File: src/rtl/c2_pkg.sv
// c2_pkg: shared definitions for the client-2 requester of ram_arbiter.
// Holds the requester state encoding and the default RAM address/data widths,
// so the arbiter, the requester and the benches agree on them.
package c2_pkg;

  localparam int unsigned C2_ADDR_W = 4;
  localparam int unsigned C2_DATA_W = 8;

  // WAIT_RDY: arbiter not ready or ACK still high; IDLE: accepting a command;
  // REQ: REQUEST_C2 high, waiting for ACK; REL: REQUEST_C2 low, waiting for ACK to drop.
  typedef enum logic [1:0] {
    WAIT_RDY = 2'd0,
    IDLE     = 2'd1,
    REQ      = 2'd2,
    REL      = 2'd3
  } c2_state_e;

endpackage : c2_pkg

File: src/rtl/c2_timeout_cnt.sv
// c2_timeout_cnt: request timeout down-counter.
// Loads CYCLES when a request is launched, counts down once per cycle while
// the request is outstanding, and flags the cycle in which it reaches zero.
// Ports:
//   clk, rst    clock and synchronous active-high reset
//   load_i      reload the counter with CYCLES
//   dec_i       decrement (request outstanding this cycle)
//   expire_c    combinational: this decrement brings the count to zero
module c2_timeout_cnt #(
  parameter int unsigned CYCLES = 64
) (
  input  logic clk,
  input  logic rst,
  input  logic load_i,
  input  logic dec_i,
  output logic expire_c
);

  localparam int unsigned CNT_BITS = $clog2(CYCLES + 1);

  logic [CNT_BITS-1:0] cnt_q, cnt_d;

  // Next count: reload wins over decrement; saturate at zero.
  always_comb begin
    cnt_d = cnt_q;
    if (load_i) begin
      cnt_d = CNT_BITS'(CYCLES);
    end else if (dec_i && (cnt_q != '0)) begin
      cnt_d = cnt_q - CNT_BITS'(1);
    end
  end

  always_ff @(posedge clk) begin
    if (rst) begin
      cnt_q <= '0;
    end else begin
      cnt_q <= cnt_d;
    end
  end

  // Expire on the decrement that lands on zero, so the abort is seen
  // CYCLES cycles after the request rises.
  assign expire_c = dec_i && (cnt_q <= CNT_BITS'(1));

endmodule : c2_timeout_cnt

File: src/rtl/c2_requester.sv
// c2_requester: client-2 initiator for ram_arbiter.
// Converts a valid/ready command stream into the REQUEST_C2/ACK_C2 four-phase
// handshake, one transaction outstanding, and returns a one-cycle response
// (read data or error) per accepted command.
// Optional feature: define C2_TIMEOUT_EN to abort a request that waits
// TIMEOUT_CYCLES cycles without ACK_C2 (error response).
// Ports:
//   CLOCK, RST          clock, synchronous active-high reset
//   RST_DONE            arbiter reset complete; no request while low
//   CMD_*               command stream (VALID/READY, RD_NOT_WRITE, ADDR, WRDATA)
//   RSP_*               response pulse, read data, error flag
//   *_C2                arbiter client-2 port
//   BUSY                state is not IDLE
//   TXN_COUNT           completed non-error transactions (wrapping)
module c2_requester
  import c2_pkg::*;
#(
  parameter int unsigned ADDR_W         = C2_ADDR_W,
  parameter int unsigned DATA_W         = C2_DATA_W,
  parameter int unsigned TIMEOUT_CYCLES = 64,
  parameter int unsigned CNT_W          = 16
) (
  input  logic              CLOCK,
  input  logic              RST,
  input  logic              RST_DONE,
  input  logic              CMD_VALID,
  output logic              CMD_READY,
  input  logic              CMD_RD_NOT_WRITE,
  input  logic [ADDR_W-1:0] CMD_ADDR,
  input  logic [DATA_W-1:0] CMD_WRDATA,
  output logic              RSP_VALID,
  output logic [DATA_W-1:0] RSP_RDDATA,
  output logic              RSP_ERR,
  output logic              REQUEST_C2,
  output logic              RD_NOT_WRITE_C2,
  output logic [ADDR_W-1:0] ADDR_C2,
  output logic [DATA_W-1:0] DATAIN_C2,
  input  logic [DATA_W-1:0] DATAOUT_C2,
  input  logic              ACK_C2,
  output logic              BUSY,
  output logic [CNT_W-1:0]  TXN_COUNT
);

  c2_state_e         state_q, state_d;
  logic              cmd_ready_q, cmd_ready_d;
  logic              req_q, req_d;
  logic              rnw_q, rnw_d;
  logic [ADDR_W-1:0] addr_q, addr_d;
  logic [DATA_W-1:0] wdata_q, wdata_d;
  logic              rsp_valid_q, rsp_valid_d;
  logic              rsp_err_q, rsp_err_d;
  logic [DATA_W-1:0] rdata_q, rdata_d;
  logic              busy_q, busy_d;
  logic [CNT_W-1:0]  txn_q, txn_d;

  logic              to_load_c;
  logic              to_dec_c;
  logic              to_expire_c;

`ifdef C2_TIMEOUT_EN
  c2_timeout_cnt #(
    .CYCLES (TIMEOUT_CYCLES)
  ) u_timeout_cnt (
    .clk      (CLOCK),
    .rst      (RST),
    .load_i   (to_load_c),
    .dec_i    (to_dec_c),
    .expire_c (to_expire_c)
  );
`else
  logic unused_timeout_c;
  assign to_expire_c      = 1'b0;
  assign unused_timeout_c = ^{to_load_c, to_dec_c, 32'(TIMEOUT_CYCLES)};
`endif

  // Next-state and registered-output logic.
  always_comb begin
    state_d     = state_q;
    req_d       = req_q;
    rnw_d       = rnw_q;
    addr_d      = addr_q;
    wdata_d     = wdata_q;
    rsp_valid_d = 1'b0;
    rsp_err_d   = 1'b0;
    rdata_d     = rdata_q;
    txn_d       = txn_q;
    to_load_c   = 1'b0;
    to_dec_c    = 1'b0;

    unique case (state_q)
      WAIT_RDY: begin
        if (RST_DONE && !ACK_C2) begin
          state_d = IDLE;
        end
      end

      IDLE: begin
        if (CMD_VALID && cmd_ready_q) begin
          if (!RST_DONE) begin
            // Accepted the same edge the arbiter went into reset: the command
            // cannot be issued, so answer it with an error rather than drop it.
            state_d     = WAIT_RDY;
            rsp_valid_d = 1'b1;
            rsp_err_d   = 1'b1;
          end else begin
            rnw_d     = CMD_RD_NOT_WRITE;
            addr_d    = CMD_ADDR;
            wdata_d   = CMD_WRDATA;
            req_d     = 1'b1;
            to_load_c = 1'b1;
            state_d   = REQ;
          end
        end else if (!RST_DONE) begin
          state_d = WAIT_RDY;
        end
      end

      REQ: begin
        to_dec_c = 1'b1;
        if (!RST_DONE) begin
          req_d       = 1'b0;
          rsp_valid_d = 1'b1;
          rsp_err_d   = 1'b1;
          state_d     = WAIT_RDY;
        end else if (ACK_C2) begin
          // ACK beats a timeout expiring in the same cycle.
          if (rnw_q) begin
            rdata_d = DATAOUT_C2;
          end
          req_d       = 1'b0;
          rsp_valid_d = 1'b1;
          txn_d       = txn_q + CNT_W'(1);
          state_d     = REL;
        end else if (to_expire_c) begin
          req_d       = 1'b0;
          rsp_valid_d = 1'b1;
          rsp_err_d   = 1'b1;
          state_d     = REL;
        end
      end

      REL: begin
        if (!RST_DONE) begin
          state_d = WAIT_RDY;
        end else if (!ACK_C2) begin
          state_d = IDLE;
        end
      end

      default: begin
        state_d = WAIT_RDY;
        req_d   = 1'b0;
      end
    endcase

    cmd_ready_d = (state_d == IDLE);
    busy_d      = (state_d != IDLE);
  end

  // State and output registers.
  always_ff @(posedge CLOCK) begin
    if (RST) begin
      state_q     <= WAIT_RDY;
      cmd_ready_q <= 1'b0;
      req_q       <= 1'b0;
      rnw_q       <= 1'b0;
      addr_q      <= '0;
      wdata_q     <= '0;
      rsp_valid_q <= 1'b0;
      rsp_err_q   <= 1'b0;
      rdata_q     <= '0;
      busy_q      <= 1'b0;
      txn_q       <= '0;
    end else begin
      state_q     <= state_d;
      cmd_ready_q <= cmd_ready_d;
      req_q       <= req_d;
      rnw_q       <= rnw_d;
      addr_q      <= addr_d;
      wdata_q     <= wdata_d;
      rsp_valid_q <= rsp_valid_d;
      rsp_err_q   <= rsp_err_d;
      rdata_q     <= rdata_d;
      busy_q      <= busy_d;
      txn_q       <= txn_d;
    end
  end

  assign CMD_READY       = cmd_ready_q;
  assign REQUEST_C2      = req_q;
  assign RD_NOT_WRITE_C2 = rnw_q;
  assign ADDR_C2         = addr_q;
  assign DATAIN_C2       = wdata_q;
  assign RSP_VALID       = rsp_valid_q;
  assign RSP_ERR         = rsp_err_q;
  assign RSP_RDDATA      = rdata_q;
  assign BUSY            = busy_q;
  assign TXN_COUNT       = txn_q;

endmodule : c2_requester

File: config.mk
export PLATFORM = sky130hd
export DESIGN_NAME = c2_requester
export DESIGN_NICKNAME = d
export VERILOG_FILES = /design/src/rtl/c2_pkg.sv /design/src/rtl/c2_timeout_cnt.sv /design/src/rtl/c2_requester.sv
export SDC_FILE = /design/constraint.sdc
export NUM_CORES = 1
export LEC_CHECK = 0
export BUFFER_PORTS_ARGS = -buffer_cell sky130_fd_sc_hd__buf_2
export CAP_MARGIN = 30
export CORE_UTILIZATION = 49
export CTS_CLUSTER_DIAMETER = 120
export DETAILED_ROUTE_END_ITERATION = 16
export MAX_ROUTING_LAYER = met4
export PLACE_DENSITY = 0.78
export SKIP_CTS_REPAIR_TIMING = 1
export SYNTH_ARGS = -nofsm -noshare
export SYNTH_HDL_FRONTEND = slang
export SYNTH_SLANG_ARGS = --single-unit
export TNS_END_PERCENT = 30
File: constraint.sdc
create_clock -name CLOCK -period 2.9 [get_ports CLOCK]
set_input_delay 0.58 -clock CLOCK [delete_from_list [all_inputs] [get_ports CLOCK]]
set_output_delay 0.58 -clock CLOCK [all_outputs]
set_load 0.01 [all_outputs]
-- Word-level counts from Yosys, hierarchy flattened
Index checks and enable logic that the tools add are counted.
- output and inout bits: 42
- input port bits: 26
- logic and storage cells: 49
- bits in registers: 44
- multiplexer cells: 20
- reductions and logical operators: 9
- eq/ne operators: 8
- add/sub/neg operators: 1
- operators with widths (operator ; count):
    16-bit by 1-bit adder with 16-bit output (second input constant) ; 1
    2-bit two-way mux ; 8
    1-bit two-way mux ; 8
    2-bit case mux with 4 select lines ; 1
    4-bit AND reduction ; 2
    1-bit case mux with 2 select lines ; 3
    3-bit AND reduction ; 2
    2-bit by 1-bit == test with 1-bit output (second input constant) ; 2
    2-bit == test (second input constant) ; 2
    2-bit inequality test (second input constant) ; 2
    3-bit inequality test (second input constant) ; 1
    1-bit logical AND ; 2
    2-bit logical NOT ; 1
    2-bit by 1-bit inequality test with 1-bit output (second input constant) ; 1
    2-bit nonzero test ; 1
    1-bit logical NOT ; 1

-- Logic depth before layout (Yosys ltp)
Gate-level depths: netlist (run 1).
- depth in word-level cells: 5
- mapped depth: 9
- depth with buffers taken out: 6

-- Worst setup path before layout (run 1)
No wires, ideal clock.
- path kind: input -> register
- start: in RST_DONE
- end: reg txn_q[13], in the netlist TXN_COUNT[13]
- stages on the path: 6
- slack: 1147 ps
- arrival: 1683 ps
- cells stage by stage: buf_4 -> and3_1 -> buf_2 -> nand3_1 -> or4_1 -> a21oi_1
- word-level cells in the longest chain between the ends: 1
- ends and longest elaborated chain (what ; line ; source):
    start, declared ; c2_requester.sv:25 ; input logic RST_DONE,
    3-bit AND reduction (no line) ; n/a ;
    end signal, assigned ; c2_requester.sv:185 ; txn_q <= txn_d;
    end, declared ; c2_requester.sv:54 ; logic [CNT_W-1:0] txn_q, txn_d;
Every way passes these cells.
A chain may end at the register's enable or synchronous reset.

-- Worst setup path in the final report (run 1)
- start: reg state_q[0]
- end: reg txn_q[11], in the netlist TXN_COUNT[11]
- word-level cells in the longest chain between the ends: 2
- ends and longest elaborated chain (what ; line ; source):
    start, declared ; c2_requester.sv:44 ; c2_state_e state_q, state_d;
    start signal, assigned ; c2_requester.sv:175 ; state_q <= state_d;
    2-bit == test ; c2_requester.sv:90 ; unique case (state_q)
    3-bit AND reduction (no line) ; n/a ;
Every way passes these cells.

==> impl_metrics.py, run 1 <==
metrics = {
    "run": {
        "cap_violations": 0,
    },
    "global_route": {
        "grt_use_met1_pct": 24.9,
        "grt_busiest_layer": "met2",
        "grt_max_degree": 37,
        "antenna_found_initial": 0,
        "met3_usage_pct": 5.98,
        "first_global_vias": 1557,
        "grt_pass1_wl_mm": 6.64,
        "grt_use_total_pct": 21.5,
        "overflow": 0,
        "use_met2_pct": 35.2,
    },
    "worst_setup_path": {
        "reg2reg_from": "state_q[0]",
        "crit_slowest_cell": "or4_1",
        "path_cells": "inv_1 -> ha_1 -> and3_1 -> nand3_1 -> or4_1 -> a21oi_1",
        "setup.worst_path.start_class": "flop",
        "required_ns": 3.12,
        "cp_top_family": "simple AND/OR/NAND/NOR gates",
        "path_max_fanout": 8,
        "arrival_ns": 2.22,
        "slowest_delay_ns": 0.45,
        "startpoint": "state_q[0]",
        "cp-end-kind": "flop",
        "critPathKind": "reg2reg",
        "crit_buf_inv": 1,
    },
    "yosys": {
        "ys_warn_count": 0,
        "syn_nets": 253,
        "avgSynthCellArea_um2": 8.31,
        "synth_cells": 222,
        "synth.distinct_cells": 38,
        "synth_seq_cells": 44,
        "yosys_most_used_dff": "dfxtp_1",
        "synthArstFlopShare_pct": 0,
        "synth_sequential_area_ratio_pct": 47.7,
        "synth_enable_flop_cells": 0,
        "syn_area_um2": 1850,
    },
    "final_layout": {
        "nFillCells": 332,
        "insertedDiodeCount": 0,
        "most-common-layout-cells": "67 x buf_2, 52 x nand2_1, 44 x dfxtp_1, 30 x a21oi_1, 15 x nor2_1",
        "final_area_um2": 2290,
        "drive_gt1_share_pct": 28.8,
        "layout_commonest_cell": "buf_2",
        "final_cell_count_no_fill": 334,
        "layout.nets": 319,
        "syn_to_final_growth_pct": 24.3,
        "utilization_pct": 66.2,
    },
    "die": {
        "core_region_area_um2": 3470,
        "io_pins": 68,
        "start_util_pct": 53.2,
        "num_rows": 21,
        "dieArea_um2": 4020,
        "die-width_um": 63.4,
        "die_h_um": 63.4,
    },
    "power": {
        "p_per_area_nw_per_um2": 448,
        "irDropWorstVdd_mv": 0.294,
        "p_leak_nw": 0.984,
    },
    "run_status": {
        "outcome": "finished, final reports clean",
    },
    "timing": {
        "post-route-min-period_ns": 1.99,
        "rsz0062_at_grt": "no",
        "hold_viol_final": 0,
        "relSlewSlack_pct": 58.7,
        "setup_violations": 0,
        "fin_crit_sh_pct": 68.8,
        "fmax_ghz": 0.501,
        "finalWorstSetupSlack_ns": 0.906,
        "timing.setup.tns_ns": 0,
        "maxSlewViolCount": 0,
        "finalClockSkew_ns": 0.00652,
        "worst_slew_pin_slew_ns": 0.619,
    },
    "cts": {
        "numClockSinks": 44,
        "clk_pin_slew_ns": 0.08,
        "insertion_delay_ns": 0.29,
        "htreeDepth": 2,
        "cts_root_buffer": "clkbuf_8",
        "cts_tree": "yes",
        "cts_buffers": 5,
        "cts.path.max_buffers": 2,
    },
    "place": {
        "place_area_um2": 2210,
        "dp_hpwl_mm": 2.73,
        "io_buffers": 67,
        "pre_cts_ws_ns": 0.903,
        "placed_cells": 327,
        "place.gp.congestion": 0.808,
    },
    "routing": {
        "wl_mm": 3.81,
        "drcViolationCount": 0,
        "routedWlPerCell_um": 11.4,
        "drtAntennaViolNets": 0,
        "drt_first_pass_iters": 5,
        "detail_route.vias_per_cell": 4.96,
        "dr_total_vias": 1657,
        "drt_iter0_markers": 100,
    },
    "hold_path": {
        "hold_start": "DATAIN_C2[2]",
        "hold_path_class": "reg2reg",
    },
}
-- registers in the layout, summed over array words and instances (netlist names) --
name and count:
TXN_COUNT 16, RSP_RDDATA 8, ADDR_C2 4, RSP_VALID 1, CMD_READY 1, DATAIN_C2 8
RSP_ERR 1, BUSY 1, RD_NOT_WRITE_C2 1, state_q 2, REQUEST_C2 1
-- report_power, final --
part           leakage [nW]  internal (mW)  total (mW)  switching [mW]
logic                 0.589         0.0248      0.0546          0.0298
registers             0.355          0.608       0.611         0.00273
clock network        0.0400          0.163       0.362           0.199
total                 0.984          0.796        1.03           0.231
-- routing by layer --
metal  vias to the layer above  wire length, um
li1                        882                -
met1                       720             1820
met2                        53             1740
met3                         2              218
met4                         0               29
met5                         -                0
-- synth_stat cells (3+ instances only) --
cell	number	area share [%]
nand2_1	52	11
dfxtp_1	44	48
a21oi_1	30	8.1
nor2_1	15	3.1
nand3_1	7	1.9
clkbuf_1	6	1.2
xnor2_1	6	2.8
ha_1	5	3.4
inv_1	5	1.0
nor2b_1	4	1.4
nor3_1	4	1.1
and3_1	3	1.0
nand4_1	3	1.0
o31ai_1	3	1.2
or4_1	3	1.2
xor2_1	3	1.4
-- metrics by stage --
step,power [mW],hold slack [ns]
global placement,0.679,0.439
detailed placement,0.680,0.444
finish,1.03,0.455
global route,1.07,0.475
floorplan,0.654,0.481
CTS,1.04,0.454
-- worst min-delay path, delay by kind of cell (launching register included) --
| family | cells | cell delay, ns |
|---|---|---|
| AND/OR/NAND/NOR | 1 | 0.05 |
| AO/OA/AOI/OAI | 1 | 0.05 |
| flip-flops | 1 | 0.31 |
-- area by class of cell --
cell class / instances / area, um^2 / share of cell area, %
clock inverters: 2 / 12.5 / 0.545
clock buffers: 5 / 68.8 / 3.00
flip-flops and latches: 44 / 881 / 38.4
inverters: 5 / 18.8 / 0.818
repair buffers: 70 / 358 / 15.6
well taps: 46 / 57.6 / 2.51
multi-input cells: 162 / 898 / 39.1
-- path summary, 6_finish.rpt --
| path | depth (start not counted) | slack (ns) | end |
|---|---|---|---|
| min reg2reg | 2 | 0.45 | DATAIN_C2[2] |
| max reg2reg | 6 | 0.91 | TXN_COUNT[11] |
| max | 6 | 0.91 | TXN_COUNT[11] |
| min | 2 | 0.45 | DATAIN_C2[2] |
-- logic make-up (layout without fill, tap and decap cells) --
kind of cell,after synthesis,after routing,share of synthesized area [%]
buf+inv,16,82,3.59
flops,44,44,47.7
xor+xnor,9,9,4.27
simple gates,101,101,25.7
compound gates,45,45,14.1
fa+ha+maj,5,5,3.39
mux,2,2,1.22
No activity file was read; power rests on OpenSTA's default activity.
==> inputs of run 2 (changes only) <==
Settings changed: ABC_AREA from default to 1, CORE_UTILIZATION 49 to 44, PLACE_DENSITY 0.78 to 0.73.
Clock period 2.9 ns to 1.8 ns, I/O delays scaled along.
==> run 2 against run 1 <==
  * Core utilization decreased by 6.4 points
  * Synthesized cell count up 26%
  * Cell count rose by 20%
  * Critical path depth is 3 higher
==> impl_metrics.py, run 2 <==
metrics = {
    "worst_setup_path": {
        "arrival_ns": 1.81,
        "startpoint": "state_q[0]",
        "reg2reg_from": "state_q[0]",
        "path_max_fanout": 7,
        "r2r_slack_ns": 0.18,
        "reg2reg_depth": 9,
        "required_ns": 1.99,
        "setup.worst_path.start_class": "flop",
        "critPathKind": "reg2reg",
        "worst_r2r_endpoint": "TXN_COUNT[10]",
        "setup.worst_path.end": "TXN_COUNT[10]",
        "cp-end-kind": "flop",
    },
    "timing": {
        "post-route-min-period_ns": 1.62,
        "timing.setup.tns_ns": 0,
        "maxSlewViolCount": 0,
        "fmax_ghz": 0.617,
        "worst_slew_pin_slew_ns": 0.396,
        "rsz0062_at_grt": "no",
        "fin_crit_sh_pct": 90.0,
        "relSlewSlack_pct": 73.6,
        "finalClockSkew_ns": 0.00515,
        "hold_viol_final": 0,
        "setup_violations": 0,
        "finalWorstSetupSlack_ns": 0.180,
    },
    "final_layout": {
        "layout_commonest_cell": "buf_2",
        "syn_to_final_growth_pct": 25.5,
        "drive_gt1_share_pct": 25.6,
        "most-common-layout-cells": "67 x buf_2, 65 x nor2_1, 49 x nand2_1, 44 x dfxtp_1, 36 x inv_1",
        "insertedDiodeCount": 0,
        "layout.nets": 381,
        "largest_register_ffs": 16,
        "nFillCells": 421,
        "final_area_um2": 2480,
    },
    "yosys": {
        "synthArstFlopShare_pct": 0,
        "yosysMostFrequentCell": "nor2_1",
        "synth_enable_flop_cells": 0,
        "syn_area_um2": 1970,
        "yosys_most_used_dff": "dfxtp_1",
        "synth_top_cells_by_count": "65 x nor2_1, 49 x nand2_1, 44 x dfxtp_1",
        "synth_top_area_share_pct": 44.6,
        "syn_nets": 310,
        "synth_sequential_area_ratio_pct": 44.6,
        "avgSynthCellArea_um2": 7.08,
        "synth_seq_cells": 44,
        "synth.distinct_cells": 24,
        "synth_cells": 279,
        "ys_warn_count": 0,
        "yosysTopAreaCell": "dfxtp_1",
        "synth.area.top_cells": "dfxtp_1 45%, nor2_1 12%, nand2_1 9.3%",
    },
    "routing": {
        "routedWlPerCell_um": 10.6,
        "dr_total_vias": 1903,
        "wl_mm": 4.26,
        "drcViolationCount": 0,
        "drt_iter0_markers": 79,
        "drt_first_pass_iters": 4,
        "detail_route.vias_per_cell": 4.75,
        "drtAntennaViolNets": 0,
    },
    "power": {
        "p_int_mw": 1.44,
        "p_sw_mw": 0.389,
        "switching_share_pct": 21.2,
        "irDropWorstVdd_mv": 0.503,
        "clockPowerShare_pct": 40.2,
        "p_per_area_nw_per_um2": 738,
        "p_leak_nw": 1.22,
        "seq_power_share_pct": 53.9,
        "combPwrFrac_pct": 5.9,
    },
    "cts": {
        "clk_pin_slew_ns": 0.08,
        "cts_root_buffer": "clkbuf_8",
        "numClockSinks": 44,
        "cts_buffers": 5,
        "htreeDepth": 2,
        "cts_tree": "yes",
        "cts.path.max_buffers": 2,
        "insertion_delay_ns": 0.29,
    },
    "die": {
        "start_util_pct": 47.6,
        "die-width_um": 69.0,
        "num_rows": 23,
        "die_h_um": 69.0,
        "io_pins": 68,
        "dieArea_um2": 4760,
        "core_region_area_um2": 4140,
    },
    "place": {
        "io_buffers": 67,
        "pre_cts_ws_ns": 0.162,
        "place_area_um2": 2370,
        "dp_hpwl_mm": 3.22,
        "place.gp.congestion": 0.806,
    },
    "run": {
        "cap_violations": 0,
    },
    "global_route": {
        "grt_max_degree": 22,
        "overflow": 0,
        "first_global_vias": 1716,
        "grt_pass1_wl_mm": 7.27,
        "antenna_found_initial": 0,
        "grt_use_total_pct": 21.1,
    },
    "hold_path": {
        "hold_depth": 3,
        "hold_path_class": "in2reg",
    },
    "run_status": {
        "outcome": "finished, final reports clean",
    },
}
[run 2: critical path, stage by stage, from the launching register on]
cell and delay [ns]:
dfxtp_1 0.34, inv_1 0.11, ha_2 0.24, nand2_1 0.14, nor2_4 0.14, nand2_2 0.08
nor2_4 0.18, nand2_2 0.07, o21ai_0 0.15, nor2_1 0.06
[run 2: through the flow]
step | hold slack, ns | power (mW) | cells | utilization [%]
3_5_place_dp | 0.467 | 1.12 | 393 | 57.1
6_report | 0.288 | 1.83 | 401 | 59.8
2_1_floorplan | 0.429 | 1.07 | 279 | -
4_1_cts | 0.276 | 1.86 | 401 | 59.7
5_1_grt | 0.285 | 1.91 | 401 | 59.8
3_3_place_gp | 0.458 | 1.12 | 393 | 57.1
[run 2: how the worst min path moves through the flow]
stage,end,start,slack [ns]
after CTS,RSP_RDDATA[7],DATAOUT_C2[7],0.28
after detailed placement,DATAIN_C2[2],DATAIN_C2[2],0.47
final,RSP_RDDATA[7],DATAOUT_C2[7],0.29
after floorplan,TXN_COUNT[1],RST,0.43
after global placement,DATAIN_C2[6],DATAIN_C2[6],0.46
after global routing,RSP_RDDATA[6],DATAOUT_C2[6],0.28
[run 2: cell type report]
type	instances	area (um^2)	area share (%)
inverter	37	139	5.61
clock buffer	6	72.6	2.93
clock inverter	2	35.0	1.41
sequential	44	881	35.6
tap	50	62.6	2.53
multi-input combinational	192	930	37.5
timing repair buffer	70	358	14.4
[run 2: metal layers]
layer  wire [um]  global-route usage, %  vias up
met1        1990                   25.3      840
met2        2010                   34.5       45
met4          55                   9.18        0
met5           0                      -        -
li1            -                      -     1012
met3         201                   3.95        6
[run 2: logic make-up (layout without fill, tap and decap cells)]
kind of cell | Yosys count | count (layout) | synth area share [%]
AO/OA/AOI/OAI | 42 | 42 | 11.0
adder cells (fa/ha/maj) | 5 | 5 | 3.17
buffers and inverters | 43 | 115 | 8.43
flip-flops | 44 | 44 | 44.6
AND/OR/NAND/NOR | 145 | 145 | 32.8
[run 2: power groups by stage]
| stage | combinational (mW) | sequential, mW | clock [mW] |
|---|---|---|---|
| 5_1_grt | 0.124 | 0.988 | 0.802 |
| 3_5_place_dp | 0.108 | 1.01 | 0 |
| 4_1_cts | 0.109 | 0.986 | 0.762 |
| 2_1_floorplan | 0.0537 | 1.01 | 0 |
| 3_3_place_gp | 0.107 | 1.01 | 0 |
| 6_report | 0.108 | 0.986 | 0.735 |
==> inputs of run 3 (changes only) <==
Settings changed: BUFFER_PORTS_ARGS -buffer_cell sky130_fd_sc_hd__buf_2 to -buffer_cell sky130_fd_sc_hd__buf_4, PLACE_DENSITY 0.73 to 0.82.
==> run 3 against run 2 <==
  * First-iteration DRC count up 100%
  * Largest cell class unchanged
  * Sequential share of layout area down 2.1 points
  * Die area unchanged
  * Highest routed layer unchanged
  * Wire length up 6.5%
  * Clock power down 13%
  * Clock skew up 0.0020 ns
==> impl_metrics.py, run 3 (synthesis gave the netlist of run 2 again) <==
metrics = {
    "run_status": {
        "outcome": "finished, final reports clean",
    },
    "final_layout": {
        "nFillCells": 408,
        "drive_gt1_share_pct": 25.9,
        "layout.nets": 381,
        "multi_input_area_um2": 930,
        "largest_register_ffs": 16,
        "seqCellArea_um2": 881,
        "syn_to_final_growth_pct": 33.2,
        "utilization_pct": 63.5,
        "most-common-layout-cells": "70 x buf_4, 65 x nor2_1, 49 x nand2_1, 44 x dfxtp_1, 36 x inv_1",
        "layout_commonest_cell": "buf_4",
        "insertedDiodeCount": 0,
    },
    "cts": {
        "clk_pin_slew_ns": 0.08,
        "insertion_delay_ns": 0.30,
        "cts.path.max_buffers": 2,
        "cts_tree": "yes",
        "cts_buffers": 5,
        "numClockSinks": 44,
        "cts_root_buffer": "clkbuf_8",
        "htreeDepth": 2,
    },
    "worst_setup_path": {
        "slowest_delay_ns": 0.33,
        "required_ns": 2.00,
        "startpoint": "state_q[0]",
        "reg2reg_from": "state_q[0]",
        "path_cells": "inv_1 -> ha_2 -> nand2_1 -> nor2_4 -> nand2_2 -> nor2_4 -> nand2_2 -> o21ai_0 -> nor2_1",
        "critPathKind": "reg2reg",
        "arrival_ns": 1.82,
        "cp-end-kind": "flop",
        "path_max_fanout": 7,
        "setup.worst_path.start_class": "flop",
        "crit_slowest_cell": "dfxtp_1",
    },
    "global_route": {
        "first_global_vias": 1708,
        "grt_max_degree": 23,
        "overflow": 0,
        "grt_pass1_wl_mm": 7.38,
        "grt_use_total_pct": 21.6,
        "antenna_found_initial": 0,
    },
    "place": {
        "io_buffers": 67,
        "place.gp.congestion": 0.930,
        "dp_hpwl_mm": 3.40,
    },
    "die": {
        "io_pins": 68,
        "die_h_um": 69.0,
        "die-width_um": 69.0,
        "num_rows": 23,
        "dieArea_um2": 4760,
        "core_region_area_um2": 4140,
        "start_util_pct": 47.6,
    },
    "routing": {
        "drcViolationCount": 0,
        "drt_iter0_markers": 158,
        "drt_first_pass_iters": 5,
        "wl_mm": 4.54,
        "drtAntennaViolNets": 0,
        "routedWlPerCell_um": 11.3,
        "detail_route.vias_per_cell": 4.82,
        "dr_total_vias": 1933,
    },
    "power": {
        "p_leak_nw": 1.23,
        "irDropWorstVdd_mv": 0.450,
        "p_per_area_nw_per_um2": 668,
    },
    "timing": {
        "finalClockSkew_ns": 0.00710,
        "relSlewSlack_pct": 74.4,
        "post-route-min-period_ns": 1.62,
        "setup_violations": 0,
        "fmax_ghz": 0.617,
        "worst_slew_pin_slew_ns": 0.382,
        "maxSlewViolCount": 0,
        "rsz0062_at_grt": "no",
        "fin_crit_sh_pct": 90.0,
        "hold_viol_final": 0,
        "timing.setup.tns_ns": 0,
    },
    "hold_path": {
        "hold_path_class": "in2reg",
        "hold_start": "RST",
    },
    "run": {
        "cap_violations": 0,
    },
}
[run 3: final cells by class]
cell class | count | area share (%)
inverter | 37 | 5.28
multi-input combinational | 192 | 35.3
clock buffer | 6 | 3.14
sequential | 44 | 33.5
clock inverter | 2 | 0.381
timing repair buffer | 70 | 20.0
tap | 50 | 2.38
[run 3: critical path: cells and delay by family (launching register included)]
kind,cells,cell delay [ns]
AND/OR/NAND/NOR,6,0.67
AO/OA/AOI/OAI,1,0.15
flip-flops,1,0.33
adder cells (fa/ha/maj),1,0.25
buffers and inverters,1,0.12
[run 3: power breakdown]
part           internal, mW  switching, mW  leakage [nW]  total, mW
Combinational        0.0658         0.0630         0.825      0.129
Sequential            0.982        0.00457         0.355      0.986
Clock                 0.306          0.334        0.0510      0.641
[run 3: metal layers]
metal  vias to the layer above  track usage [%]  wire, um
li1                       1011                -         -
met2                        61             34.6      2160
met4                         0             9.18        67
met3                         6             4.28       271
met5                         -                -         0
met1                       855             26.2      2050
[run 3: worst paths after layout]
check | depth (start not counted) | endpoint | slack [ns]
setup / recovery | 9 | TXN_COUNT[10] | 0.18
hold / removal | 2 | TXN_COUNT[14] | 0.27
setup reg to reg | 9 | TXN_COUNT[10] | 0.18
hold reg to reg | 2 | DATAIN_C2[1] | 0.49
[run 3: per-stage QoR]
stage / std cells / setup slack [ns] / cell area, um^2 / power, mW / hold slack [ns]
after global routing: 401 / 0.0439 / 2630 / 1.83 / 0.275
after floorplan: 279 / 0.336 / 1970 / 1.07 / 0.429
after global placement: 393 / 0.231 / 2530 / 1.14 / 0.467
final: 401 / 0.180 / 2630 / 1.76 / 0.269
after CTS: 401 / 0.131 / 2630 / 1.77 / 0.273
after detailed placement: 393 / 0.156 / 2530 / 1.14 / 0.476
